## config.mk

```make
export PLATFORM = sky130hd
export DESIGN_NAME = decode_stage
export DESIGN_NICKNAME = d
export VERILOG_FILES = /design/src/rtl/decode_stage.sv
export SDC_FILE = /design/constraint.sdc
export NUM_CORES = 1
export LEC_CHECK = 0
export ABC_AREA = 1
export CAP_MARGIN = 40
export CORE_AREA = 2 2 120 122
export CTS_BUF_LIST = sky130_fd_sc_hd__clkbuf_16
export CTS_CLUSTER_DIAMETER = 100
export CTS_CLUSTER_SIZE = 16
export DETAILED_ROUTE_END_ITERATION = 10
export DIE_AREA = 0 0 122 124
export GPL_ROUTABILITY_DRIVEN = 0
export GPL_TIMING_DRIVEN = 0
export PLACE_DENSITY = 0.78
export SYNTH_ARGS = -nofsm -noshare
export SYNTH_HDL_FRONTEND = slang
export SYNTH_SLANG_ARGS = --single-unit
```

## constraint.sdc

```tcl
create_clock -name i_clk -period 6.9 [get_ports i_clk]
set_input_delay 0.69 -clock i_clk [delete_from_list [all_inputs] [get_ports i_clk]]
set_output_delay 0.69 -clock i_clk [all_outputs]
set_load 0.01 [all_outputs]
```

## src/rtl/decode_stage.sv

```systemverilog
// Registered RV32I/RV32E (+optional M) decode stage with valid/ready handshake on both sides.
// A one-entry skid buffer lets o_ready come straight from a flop.
module decode_stage #(
    parameter int unsigned INST_WIDTH = 32,
    parameter int unsigned NUM_REGS   = 32,
    parameter bit          ENABLE_M   = 1'b0,
    parameter int unsigned ALU_OP_W   = 6
) (
    input  logic                        i_clk,
    input  logic                        i_rst,
    input  logic                        i_flush,
    input  logic                        i_valid,
    output logic                        o_ready,
    input  logic [INST_WIDTH-1:0]       i_inst,
    input  logic [INST_WIDTH-1:0]       i_pc,
    output logic                        o_valid,
    input  logic                        i_ready,
    output logic [INST_WIDTH-1:0]       o_pc,
    output logic [6:0]                  o_opcode,
    output logic [2:0]                  o_funct3,
    output logic                        o_branch,
    output logic [2:0]                  o_branch_op,
    output logic [1:0]                  o_result_mux,
    output logic                        o_mem_write,
    output logic                        o_alu_src_a,
    output logic                        o_alu_src_b,
    output logic                        o_reg_write,
    output logic [ALU_OP_W-1:0]         o_alu_op,
    output logic [$clog2(NUM_REGS)-1:0] o_rs1_addr,
    output logic [$clog2(NUM_REGS)-1:0] o_rs2_addr,
    output logic [$clog2(NUM_REGS)-1:0] o_rd_addr,
    output logic                        o_illegal
);
    localparam int unsigned RegW = $clog2(NUM_REGS);

    localparam logic [6:0] OpcLui    = 7'b0110111;
    localparam logic [6:0] OpcAuipc  = 7'b0010111;
    localparam logic [6:0] OpcJal    = 7'b1101111;
    localparam logic [6:0] OpcJalr   = 7'b1100111;
    localparam logic [6:0] OpcBranch = 7'b1100011;
    localparam logic [6:0] OpcLoad   = 7'b0000011;
    localparam logic [6:0] OpcStore  = 7'b0100011;
    localparam logic [6:0] OpcOpImm  = 7'b0010011;
    localparam logic [6:0] OpcOp     = 7'b0110011;
    localparam logic [6:0] OpcFence  = 7'b0001111;
    localparam logic [6:0] OpcSystem = 7'b1110011;

    localparam logic [ALU_OP_W-1:0] AluNop  = ALU_OP_W'(0);
    localparam logic [ALU_OP_W-1:0] AluAdd  = ALU_OP_W'(1);
    localparam logic [ALU_OP_W-1:0] AluSub  = ALU_OP_W'(2);
    localparam logic [ALU_OP_W-1:0] AluSll  = ALU_OP_W'(3);
    localparam logic [ALU_OP_W-1:0] AluSlt  = ALU_OP_W'(4);
    localparam logic [ALU_OP_W-1:0] AluSltu = ALU_OP_W'(5);
    localparam logic [ALU_OP_W-1:0] AluXor  = ALU_OP_W'(6);
    localparam logic [ALU_OP_W-1:0] AluSrl  = ALU_OP_W'(7);
    localparam logic [ALU_OP_W-1:0] AluSra  = ALU_OP_W'(8);
    localparam logic [ALU_OP_W-1:0] AluOr   = ALU_OP_W'(9);
    localparam logic [ALU_OP_W-1:0] AluAnd  = ALU_OP_W'(10);
    localparam logic [ALU_OP_W-1:0] AluMul  = ALU_OP_W'(16);

    // Conditional branches reuse funct3; JAL/JALR take the two funct3 slots branches never use.
    localparam logic [2:0] BrJal  = 3'd2;
    localparam logic [2:0] BrJalr = 3'd3;

    typedef struct packed {
        logic [INST_WIDTH-1:0] pc;
        logic [6:0]            opcode;
        logic [2:0]            funct3;
        logic                  branch;
        logic [2:0]            branch_op;
        logic [1:0]            result_mux;
        logic                  mem_write;
        logic                  alu_src_a;
        logic                  alu_src_b;
        logic                  reg_write;
        logic [ALU_OP_W-1:0]   alu_op;
        logic [RegW-1:0]       rs1;
        logic [RegW-1:0]       rs2;
        logic [RegW-1:0]       rd;
        logic                  illegal;
    } bundle_t;

    typedef enum logic [1:0] {StEmpty, StFull, StSkid} state_e;

    function automatic logic [ALU_OP_W-1:0] alu_base(input logic [2:0] f3, input logic alt);
        case (f3)
            3'b000:  return alt ? AluSub : AluAdd;
            3'b001:  return AluSll;
            3'b010:  return AluSlt;
            3'b011:  return AluSltu;
            3'b100:  return AluXor;
            3'b101:  return alt ? AluSra : AluSrl;
            3'b110:  return AluOr;
            default: return AluAnd;
        endcase
    endfunction

    bundle_t    dec;
    logic [6:0] opcode, funct7;
    logic [2:0] funct3;
    logic [4:0] rs1_f, rs2_f, rd_f;
    logic       use_rs1, use_rs2, use_rd, bad;

    always_comb begin
        opcode  = i_inst[6:0];
        funct3  = i_inst[14:12];
        funct7  = i_inst[31:25];
        rs1_f   = i_inst[19:15];
        rs2_f   = i_inst[24:20];
        rd_f    = i_inst[11:7];
        use_rs1 = 1'b0;
        use_rs2 = 1'b0;
        use_rd  = 1'b0;
        bad     = 1'b0;
        dec        = '0;
        dec.pc     = i_pc;
        dec.opcode = opcode;
        dec.funct3 = funct3;
        case (opcode)
            OpcLui: begin
                dec.alu_src_b = 1'b1; dec.reg_write = 1'b1; dec.alu_op = AluAdd;
                use_rd = 1'b1;
                rs1_f  = '0;
            end
            OpcAuipc: begin
                dec.alu_src_a = 1'b1; dec.alu_src_b = 1'b1; dec.reg_write = 1'b1;
                dec.alu_op = AluAdd; use_rd = 1'b1;
            end
            OpcJal: begin
                dec.branch = 1'b1; dec.branch_op = BrJal; dec.result_mux = 2'b01;
                dec.alu_src_a = 1'b1; dec.alu_src_b = 1'b1; dec.reg_write = 1'b1;
                dec.alu_op = AluAdd; use_rd = 1'b1;
            end
            OpcJalr: begin
                dec.branch = 1'b1; dec.branch_op = BrJalr; dec.result_mux = 2'b01;
                dec.alu_src_b = 1'b1; dec.reg_write = 1'b1; dec.alu_op = AluAdd;
                use_rs1 = 1'b1; use_rd = 1'b1;
            end
            OpcBranch: begin
                dec.branch = 1'b1; dec.branch_op = funct3;
                dec.alu_src_a = 1'b1; dec.alu_src_b = 1'b1; dec.alu_op = AluAdd;
                use_rs1 = 1'b1; use_rs2 = 1'b1;
                bad = (funct3 == 3'b010) || (funct3 == 3'b011);
            end
            OpcLoad: begin
                dec.result_mux = 2'b10; dec.alu_src_b = 1'b1; dec.reg_write = 1'b1;
                dec.alu_op = AluAdd; use_rs1 = 1'b1; use_rd = 1'b1;
            end
            OpcStore: begin
                dec.mem_write = 1'b1; dec.alu_src_b = 1'b1; dec.alu_op = AluAdd;
                use_rs1 = 1'b1; use_rs2 = 1'b1;
            end
            OpcOpImm: begin
                dec.alu_src_b = 1'b1; dec.reg_write = 1'b1;
                dec.alu_op = alu_base(funct3, (funct3 == 3'b101) && (funct7 == 7'b0100000));
                use_rs1 = 1'b1; use_rd = 1'b1;
                if ((funct3 == 3'b001) && (funct7 != 7'b0000000)) bad = 1'b1;
                if ((funct3 == 3'b101) && (funct7 != 7'b0000000) && (funct7 != 7'b0100000)) begin
                    bad = 1'b1;
                end
            end
            OpcOp: begin
                dec.reg_write = 1'b1;
                use_rs1 = 1'b1; use_rs2 = 1'b1; use_rd = 1'b1;
                if (funct7 == 7'b0000000) begin
                    dec.alu_op = alu_base(funct3, 1'b0);
                end else if ((funct7 == 7'b0100000) && ((funct3 == 3'b000) || (funct3 == 3'b101))) begin
                    dec.alu_op = alu_base(funct3, 1'b1);
                end else if (ENABLE_M && (funct7 == 7'b0000001)) begin
                    dec.alu_op = AluMul + ALU_OP_W'(funct3);
                end else begin
                    bad = 1'b1;
                end
            end
            OpcFence, OpcSystem: ;
            default: bad = 1'b1;
        endcase
        // RV32E only has x0..x15: any referenced index with bit 4 set is unencodable.
        if (NUM_REGS == 16) begin
            bad = bad | (use_rs1 & rs1_f[4]) | (use_rs2 & rs2_f[4]) | (use_rd & rd_f[4]);
        end
        if (bad) begin
            dec.branch     = 1'b0;
            dec.branch_op  = '0;
            dec.result_mux = '0;
            dec.mem_write  = 1'b0;
            dec.alu_src_a  = 1'b0;
            dec.alu_src_b  = 1'b0;
            dec.reg_write  = 1'b0;
            dec.alu_op     = AluNop;
            dec.illegal    = 1'b1;
        end
        dec.rs1 = rs1_f[RegW-1:0];
        dec.rs2 = rs2_f[RegW-1:0];
        dec.rd  = rd_f[RegW-1:0];
    end

    state_e  state_q, state_d;
    bundle_t out_q, out_d, skid_q, skid_d;
    logic    valid_q, valid_d, ready_q, ready_d;
    logic    accept, drain;

    always_comb begin
        accept  = i_valid & ready_q;
        drain   = valid_q & i_ready;
        state_d = state_q;
        out_d   = out_q;
        skid_d  = skid_q;
        if (i_flush) begin
            state_d = StEmpty;
        end else begin
            case (state_q)
                StEmpty: begin
                    if (accept) begin
                        out_d   = dec;
                        state_d = StFull;
                    end
                end
                StFull: begin
                    if (accept && drain) begin
                        out_d = dec;
                    end else if (accept) begin
                        skid_d  = dec;
                        state_d = StSkid;
                    end else if (drain) begin
                        state_d = StEmpty;
                    end
                end
                StSkid: begin
                    if (drain) begin
                        out_d   = skid_q;
                        state_d = StFull;
                    end
                end
                default: state_d = StEmpty;
            endcase
        end
        valid_d = (state_d != StEmpty);
        ready_d = (state_d != StSkid);
    end

    always_ff @(posedge i_clk or posedge i_rst) begin
        if (i_rst) begin
            state_q <= StEmpty;
            out_q   <= '0;
            skid_q  <= '0;
            valid_q <= 1'b0;
            ready_q <= 1'b1;
        end else begin
            state_q <= state_d;
            out_q   <= out_d;
            skid_q  <= skid_d;
            valid_q <= valid_d;
            ready_q <= ready_d;
        end
    end

    assign o_ready      = ready_q;
    assign o_valid      = valid_q;
    assign o_pc         = out_q.pc;
    assign o_opcode     = out_q.opcode;
    assign o_funct3     = out_q.funct3;
    assign o_branch     = out_q.branch;
    assign o_branch_op  = out_q.branch_op;
    assign o_result_mux = out_q.result_mux;
    assign o_mem_write  = out_q.mem_write;
    assign o_alu_src_a  = out_q.alu_src_a;
    assign o_alu_src_b  = out_q.alu_src_b;
    assign o_reg_write  = out_q.reg_write;
    assign o_alu_op     = out_q.alu_op;
    assign o_rs1_addr   = out_q.rs1;
    assign o_rs2_addr   = out_q.rs2;
    assign o_rd_addr    = out_q.rd;
    assign o_illegal    = out_q.illegal;

endmodule
```

==> impl_results.md <==
- Sequential power share: 0.436
- RSZ-0062 raised after global routing: no
- Total CTS buffers: 17
- Post-cts sizing count: 0
- Nets@finish: around 1,100
- Max VDD drop: 230 uV
- Clock sinks: around 150
- Gate power share: 0.300
- Cell taking the most area after synthesis: dfrtp_1
- Worst path max stage delay: 0.53 ns
- DP HPWL: around 13,000 um
- #FFs+latches synth: between 100 and 150
- Overall power: between 3 and 4 mW
- Cells on worst reg2reg path: 6
- Slowest stage cell, crit path: dfstp_2
- N_diodes: 0
- Largest net degree at the start of global routing: 94
- Worst-path clk slew: around 0.06 ns
- DRC violations left: 0
- Post-Syn Area: between 0.006 and 0.007 mm^2
- Top-Level Pins: 145
- Most Used Layer, Global Route: met2
- Syn_area_per_cell: a little under 8 um^2
- DR WL/cell: about 15 um
- Fmax: around 0.46 GHz
- Commonest cells in the netlist: nand2_1 (383), dfrtp_1 (147), nor2_1 (95), a31oi_1 (52), o21ai_0 (29)
- Max Slew Vio Count: 0
- Vias in the first global route: about 6,000
- Startpoint Class: flip-flop
- Initial DRC count: around 490
- DRT Pass-1 Iters: 5
- Die Ht: around 120 um
- FP Rows: 43
- Worst EP arrival: around 1.5 ns
- Initial core utilization: 0.498
- Internal power: about 2.2 mW
- DIE WIDTH: around 120 um
- M2 GR Usage: 0.421
- Initial antenna violation count: 0
- I/O Buffers: 140
- Post-synth EDFFs: 0
- Switch Pwr: slightly below 1 mW
- Max cap viols: 0
- Hold Path Cell Cnt: 2
- WP data required: between 6 and 7 ns
- Clk pwr share: 0.264
- Critical path endpoint category: output port
- CP Buf/Inv Count: 1
- Fin crit share: 0.314
- CP Cell Sequence: clkdlybuf4s50_1
- Post-synth top area share: 0.538
- Clk_skew: between 0.006 and 0.007 ns
- Sequential share of the synthesized area: 0.542
- H-tree depth: 4
- Share of layout cells above drive strength 1: 0.0924
- Cell variety after synth: 28
- First-pass GRT wire length: between 20,000 and 30,000 um
- Top post-synthesis cells by area: dfrtp_1 (54%), nand2_1 (21%), nor2_1 (5.2%)
- # fillers: around 1,200
- Fin Setup TNS: 0 ns
- Power per cell area: about 350 mW/mm^2
- Vias: around 6,200
- Worst-Skew Late Latency: 0.42 ns
- GR met3 Demand/Resource: 0.0458
- Area Growth Syn to Fin: 32.0%
- Met1 usage: 0.332
- CTS Root Cell: clkbuf_16
- Die area: around 0.015 mm^2
- Core ar.: 0.0137 mm^2
- Ys flop type: dfrtp_1
- GRT Residual Overflow: 0
- Worst rel slew slack: 0.636
- Leak: around 4.4 nW
- Post-CTS Setup Bufs: 0
- Vias per std cell: 5.08
- Synth Warn #: 0
- Gr usage total: 0.253
- Max clock buf depth: 2
- CTS tree: done
- Kind of critical path: flip-flop to output port
- WP depth: 1
- Minimum clock period: between 2 and 2.5 ns
- CP delay by family, top: flip-flops
- Synth Instances: between 800 and 900
- Hold-fix buffer count after cts: 0
- Run status: finished clean
- Worst-margin pin slew: 0.546 ns
- Worst hold path class: flip-flop to flip-flop
- Fraction of registers with async set or reset after synthesis: 1.00
- Final Hold Viols: 0
- Max FO, Critical Path: 2
- Switching Fraction: 0.315
- Drt total wl: about 18,000 um
- DRT antenna net count: 0
- Top-count cell post-synth: nand2_1
- Final number of setup-violating endpoints: 0
==> sequential cells by signal (all words and copies together) (netlist names) <==
register,cells
skid_q,72
o_pc,32
o_opcode,7
o_rd_addr,5
o_rs1_addr,5
o_rs2_addr,5
o_alu_op,4
o_branch_op,3
o_funct3,3
o_result_mux,2
state_q,2
o_alu_src_a,1
o_alu_src_b,1
o_branch,1
o_illegal,1
o_mem_write,1
o_ready,1
o_reg_write,1
o_valid,1
==> cell families (layout without fill, tap and decap cells) <==
kind of cell,after synthesis,after routing,share of synthesized area
AND/OR/NAND/NOR,529,529,0.315
flip-flops,148,148,0.542
AO/OA/AOI/OAI,107,107,0.0897
buffers and inverters,81,253,0.0524
other,1,2,0.000549
==> final cells by class <==
| type | count | area [um^2] | area share |
|---|---|---|---|
| Sequential cell | 148 | 3700 | 0.411 |
| Clock inverter | 14 | 97.6 | 0.0108 |
| Buffer | 50 | 241 | 0.0268 |
| Multi-Input combinational cell | 638 | 2770 | 0.308 |
| Clock buffer | 17 | 425 | 0.0472 |
| Tap cell | 180 | 225 | 0.0250 |
| Inverter | 31 | 121 | 0.0135 |
| Timing Repair Buffer | 141 | 1430 | 0.158 |
==> power groups by stage <==
stage,clock [mW],sequential [mW],combinational [mW]
finish,0.829,1.37,0.944
global route,0.879,1.41,1.05
CTS,0.837,1.37,0.952
detailed placement,0,1.38,0.946
global placement,0,1.37,0.918
floorplan,0,1.42,0.398
==> placed cells by master (no fill, tap or decap), types with 2 or more instances in the layout <==
master           count
clkdlybuf4s50_1    140
clkinv_1             2
nor2_1              95
nand3_2             10
a21oi_1              9
clkinv_2             8
nand3_1             19
o21ai_0             29
nand2_2              5
conb_1               2
nor2_4               2
nor2_2               8
o21ai_1             13
o21ai_2              2
clkbuf_1            20
inv_1               24
clkbuf_16           17
buf_4                7
buf_2               22
nand2_1            383
dfrtp_1            147
a31oi_1             52
inv_2                7
nor3_1               3
==> final timing paths <==
| kind | from | to | slack [ns] |
|---|---|---|---|
| max in group asynchronous | i_rst | skid_q[0] | 5.37 |
| worst max register to register | o_ready | o_opcode[4] | 4.95 |
| worst min-delay path | skid_q[72] | skid_q[72] | 0.47 |
| min in group asynchronous | i_rst | skid_q[7] | 0.69 |
| worst max-delay path | o_ready | o_ready | 4.74 |
| worst min register to register | skid_q[72] | skid_q[72] | 0.47 |
==> layer usage <==
layer / vias to the layer above / wire length (um)
met5: - / 0
met2: 201 / 8690
met1: 2900 / 8060
met4: 0 / 397
met3: 32 / 1030
li1: 3061 / -
==> through the flow <==
step | std cells | hold WS (ns) | area, um^2 | setup slack [ns] | util
4_1_cts | 1219 | 0.473 | 9020 | 4.72 | 0.657
6_report | 1219 | 0.467 | 9020 | 4.74 | 0.657
5_1_grt | 1219 | 0.482 | 9020 | 4.56 | 0.657
3_3_place_gp | 1187 | 0.453 | 8460 | 0.230 | 0.617
3_5_place_dp | 1188 | 0.459 | 8500 | 4.33 | 0.619
2_1_floorplan | 867 | 0.437 | 6840 | 2.23 | -
No activity file was read; power rests on OpenSTA's default activity.
